--- src/rtl/cpu_step_ctrl.sv ---
// Execution controller for the single-cycle core: turns run/step/breakpoint
// controls into a one-cycle cpu_en strobe in the clk_2 domain.
module cpu_step_ctrl #(
  parameter int NBITS = 8,
  parameter int DIV   = 2,
  parameter int DEB   = 4,
  parameter int NCNT  = 16
) (
  input  logic             clk_2,
  input  logic             reset,
  input  logic             run,
  input  logic             step,
  input  logic             bp_en,
  input  logic [NBITS-1:0] bp_addr,
  input  logic [NBITS-1:0] pc,
  output logic             cpu_en,
  output logic             halted,
  output logic             at_bp,
  output logic [1:0]       state,
  output logic [NCNT-1:0]  icount
);

  localparam int PW = (DIV > 1) ? $clog2(DIV) : 1;
  localparam int DW = $clog2(DEB + 1);
  localparam logic [PW-1:0] PRE_LAST = PW'(DIV - 1);
  localparam logic [DW-1:0] DEB_LAST = DW'(DEB);

  typedef enum logic [1:0] {
    S_HALT  = 2'd0,
    S_RUN   = 2'd1,
    S_STEP  = 2'd2,
    S_BREAK = 2'd3
  } state_t;

  state_t          state_reg;
  logic [1:0]      sync1_reg;
  logic [1:0]      sync2_reg;
  logic [DW-1:0]   deb_cnt_reg;
  logic            stable_reg;
  logic            press_reg;
  logic [PW-1:0]   pre_reg;
  logic            skip_reg;
  logic            cpu_en_reg;
  logic [NCNT-1:0] icount_reg;

  logic run_s;
  logic step_s;
  logic bp_hit;

  // Bit 0 carries run, bit 1 carries step.
  always_ff @(posedge clk_2) begin
    if (reset) begin
      sync1_reg <= 2'b00;
      sync2_reg <= 2'b00;
    end else begin
      sync1_reg <= {step, run};
      sync2_reg <= sync1_reg;
    end
  end

  assign run_s  = sync2_reg[0];
  assign step_s = sync2_reg[1];
  assign bp_hit = bp_en && (pc == bp_addr);

  // press fires in the same edge the stable level rises, so it is a clean 1-cycle pulse.
  always_ff @(posedge clk_2) begin
    if (reset) begin
      deb_cnt_reg <= '0;
      stable_reg  <= 1'b0;
      press_reg   <= 1'b0;
    end else begin
      press_reg <= 1'b0;
      if (step_s == stable_reg) begin
        deb_cnt_reg <= '0;
      end else if (deb_cnt_reg == DEB_LAST) begin
        stable_reg  <= step_s;
        deb_cnt_reg <= '0;
        press_reg   <= step_s;
      end else begin
        deb_cnt_reg <= deb_cnt_reg + 1'b1;
      end
    end
  end

  always_ff @(posedge clk_2) begin
    if (reset) begin
      state_reg  <= S_HALT;
      pre_reg    <= '0;
      skip_reg   <= 1'b0;
      cpu_en_reg <= 1'b0;
    end else begin
      cpu_en_reg <= 1'b0;
      case (state_reg)
        S_HALT: begin
          if (run_s) begin
            state_reg <= S_RUN;
            pre_reg   <= '0;
            skip_reg  <= 1'b1;
          end else if (press_reg) begin
            state_reg  <= S_STEP;
            cpu_en_reg <= 1'b1;
          end
        end
        S_RUN: begin
          pre_reg <= (pre_reg == PRE_LAST) ? '0 : pre_reg + 1'b1;
          if (!run_s) begin
            state_reg <= S_HALT;
          end else if (pre_reg == PRE_LAST) begin
            // skip lets a restart on the breakpoint PC execute past it once.
            if (bp_hit && !skip_reg) begin
              state_reg <= S_BREAK;
            end else begin
              cpu_en_reg <= 1'b1;
              skip_reg   <= 1'b0;
            end
          end
        end
        S_STEP: begin
          state_reg <= S_HALT;
        end
        S_BREAK: begin
          if (!run_s) begin
            state_reg <= S_HALT;
          end else if (press_reg) begin
            state_reg  <= S_STEP;
            cpu_en_reg <= 1'b1;
          end
        end
        default: begin
          state_reg <= S_HALT;
        end
      endcase
    end
  end

  always_ff @(posedge clk_2) begin
    if (reset) begin
      icount_reg <= '0;
    end else if (cpu_en_reg) begin
      icount_reg <= icount_reg + 1'b1;
    end
  end

  assign cpu_en = cpu_en_reg;
  assign state  = state_reg;
  assign icount = icount_reg;
  assign halted = (state_reg == S_HALT) || (state_reg == S_BREAK);
  assign at_bp  = (state_reg == S_BREAK);

endmodule

--- config.mk ---
export PLATFORM = sky130hd
export DESIGN_NAME = cpu_step_ctrl
export DESIGN_NICKNAME = d
export VERILOG_FILES = /design/src/rtl/cpu_step_ctrl.sv
export SDC_FILE = /design/constraint.sdc
export NUM_CORES = 1
export LEC_CHECK = 0
export CORE_AREA = 2 2 64 66
export CTS_CLUSTER_DIAMETER = 30
export DETAILED_ROUTE_END_ITERATION = 8
export DIE_AREA = 0 0 66 68
export PLACE_DENSITY_LB_ADDON = 0.08
export SETUP_SLACK_MARGIN = 0.05
export SYNTH_ARGS = -nofsm -noshare
export SYNTH_HDL_FRONTEND = slang
export SYNTH_SLANG_ARGS = --single-unit
--- constraint.sdc ---
create_clock -name clk_2 -period 2.5 [get_ports clk_2]
set_input_delay 0.5 -clock clk_2 [delete_from_list [all_inputs] [get_ports clk_2]]
set_output_delay 0.5 -clock clk_2 [all_outputs]
set_load 0.1 [all_outputs]
==> flow_summary.ini <==
[sta]
final-hold-violation-count = 0
fin_tns_setup_ns = 0
relSlewSlack = 0.664
setup_viol = 0
timing.final.max_slew_violations = 0
fin_crit_sh = 0.744
fmax_mhz = 538
rsz0062_at_grt = false
fin_worst_skew_ns = 0.00420
fin_crit_ns = 1.86
worst_pin_slew_ns = 0.503

[final_layout]
final_area_mm2 = 0.00200
final_cells = 261
drive_above_1_share = 0.185
area.growth.synth_to_final_pct = 34.8
nets = 238
post-route-util = 0.519
largest_reg_flops = 16
n_antenna_cell = 0

[clock_tree]
ctsHtreeMaxLevel = 2
cts_made_buffers = 5
clk_latency_ns = 0.28
root_buffer = clkbuf_8
post_cts_buffers = 0
cts_sinks = 30
clk_pin_slew_worst_paths_ns = 0.06
cts-resized-gates = 0
max-clock-path-buffers = 2
cts_tree = yes
holdBufCountCts = 0

[synth]
avgSynthCellArea_um2 = 9.06
synthCells = 164
synth_area_leaders = dfxtp_1, xnor2_1, ha_1
synth_seq_cells = 30
synth_xor_area_frac = 0.106
synth_top_area_cell = dfxtp_1
synth_top_area_share = 0.404
synth_mux_area_frac = 0.0202
synth_fa_ha_area_frac = 0.0589
synth_compound_area_frac = 0.0934
synth_area_mm2 = 0.00149
synth_top_family_by_area = simple AND/OR/NAND/NOR gates
synthSimpleGateAreaFrac = 0.279
yosys_warnings = 0
seq_area_frac_synth = 0.404
syn_nets = 192
synth.distinct_cells = 33

[grt]
top_usage_layer = met2
met3_usage = 0.0576
grt_pass1_wl_um = 5090
grtUsageMet2 = 0.241
grt_use_total = 0.148
grt_max_degree = 15
overflow = 0
antenna_found_initial = 0
grt_pass1_vias = 1154
gr-usage-met1 = 0.180

[setup_path]
critPathLaunch = state[0]
cp-start-kind = register
worst-path-max-fanout = 7
r2r-start = cpu_en
crit_required_ns = 2.00
criticalPathCategory = register to output pin
arrival_ns = 1.36
endpoint_kind = output pin

[pwr]
peakVddDrop_mv = 0.263
power_density_mw_per_mm2 = 491
p_leak_nw = 0.829

[place]
place.port_buffers = 41
gp_congestion = 0.861
hpwl_um = 2330
numPlacedInstances = 253
placed_area_mm2 = 0.00191

[floorplanning]
die_x_um = 66
fp.coreArea_mm2 = 0.00386
dieHeight_um = 68
rows = 23
die_area_mm2 = 0.00449
ios = 42
initial_core_util = 0.385

[detailed_routing]
routedWlPerCell_um = 11.7
drc_errors = 0
routed_wl_um = 3050
drt-vias-per-instance = 4.79
first_iter_violations = 33
vias = 1249
drtAntennaViolNets = 0
dr.pass1.iters = 4

[job]
drv_cap = 0

[min_path]
hp-start = sync1_reg[0]
hold_path_class = register to register

[status]
status = completed
-- cells in the final DEF (no fill, tap or decap), types with 3 or more instances in the layout --
cell	Yosys	routed
a21oi_1	7	7
and3_1	3	3
buf_4	0	23
clkbuf_8	0	6
clkdlybuf4s50_1	0	20
dfxtp_1	30	28
ha_1	7	6
inv_1	11	11
mux2i_1	3	3
nand2_1	14	14
nand2b_1	3	3
nand3_1	4	4
nor2_1	20	20
nor2b_1	7	7
nor3_1	4	4
o21ai_0	4	4
o31ai_1	3	3
or3_1	3	3
xnor2_1	11	11
xor2_1	7	7
-- kinds of logic (layout without fill, tap and decap cells) --
family,Yosys count,in the layout
and+or+nand+nor,70,70
buffers and inverters,15,62
muxes,3,3
adders and majority gates,7,7
xor gates and xnor gates,18,18
AOI/OAI and AO/OA,21,21
DFF,30,30
-- where the power goes --
group	switching, mW	internal [mW]
clock	0.174	0.222
combinational	0.0480	0.0510
sequential	0.00551	0.484
total	0.228	0.757
-- final timing paths --
path                  endpoint  slack [ns]  cells after the start
hold / removal    sync2_reg[0]        0.44                      1
setup / recovery        halted        0.64                      4
setup reg to reg    icount[15]        0.98                      5
hold reg to reg   sync2_reg[0]        0.44                      1
-- critical path, stage by stage (launching register included) --
cell     delay [ns]
dfxtp_2        0.39
inv_1          0.08
ha_1           0.29
inv_1          0.05
buf_4          0.28
-- area by class of cell --
| type | instances | area [um^2] |
|---|---|---|
| Tap cell | 50 | 62.6 |
| Clock inverter | 1 | 5.00 |
| Multi-Input combinational cell | 119 | 832 |
| Fill cell | 364 | 1850 |
| Timing Repair Buffer | 43 | 373 |
| Inverter | 11 | 41.3 |
| Clock buffer | 7 | 86.3 |
| Sequential cell | 30 | 603 |
-- synthesized netlist by cell type --
library cell  instances
nand2_1              14
o2111ai_1             1
inv_1                11
nor4b_1               1
nor2_1               20
a221o_1               1
a211o_1               1
ha_1                  7
nor2b_1               7
nor4_4                2
o31ai_1               3
mux2i_1               3
nand4_1               2
and3_4                1
clkbuf_1              4
nor3_1                4
and3_2                1
and3b_1               1
a21oi_1               7
nand4_4               2
o21ai_0               4
a32o_1                1
nand2b_1              3
dfxtp_1              30
and3_1                3
nor4_1                1
a31oi_1               2
a2111o_1              1
or3_1                 3
nand3b_1              1
xnor2_1              11
xor2_1                7
nand3_1               4
-- through the flow --
step           total power, mW  worst slack [ns]  hold WS [ns]
2_1_floorplan            0.553             0.289         0.414
3_3_place_gp             0.598             0.413         0.422
3_5_place_dp             0.600             0.323         0.435
4_1_cts                   1.00             0.625         0.450
5_1_grt                   1.03             0.544         0.473
6_report                 0.984             0.641         0.442
-- per-layer routing --
layer | wire length, um | vias up
li1 | - | 646
met1 | 1350 | 563
met2 | 1380 | 34
met3 | 268 | 6
met4 | 42 | 0
met5 | 0 | -
(Power assumes the default switching activity.)
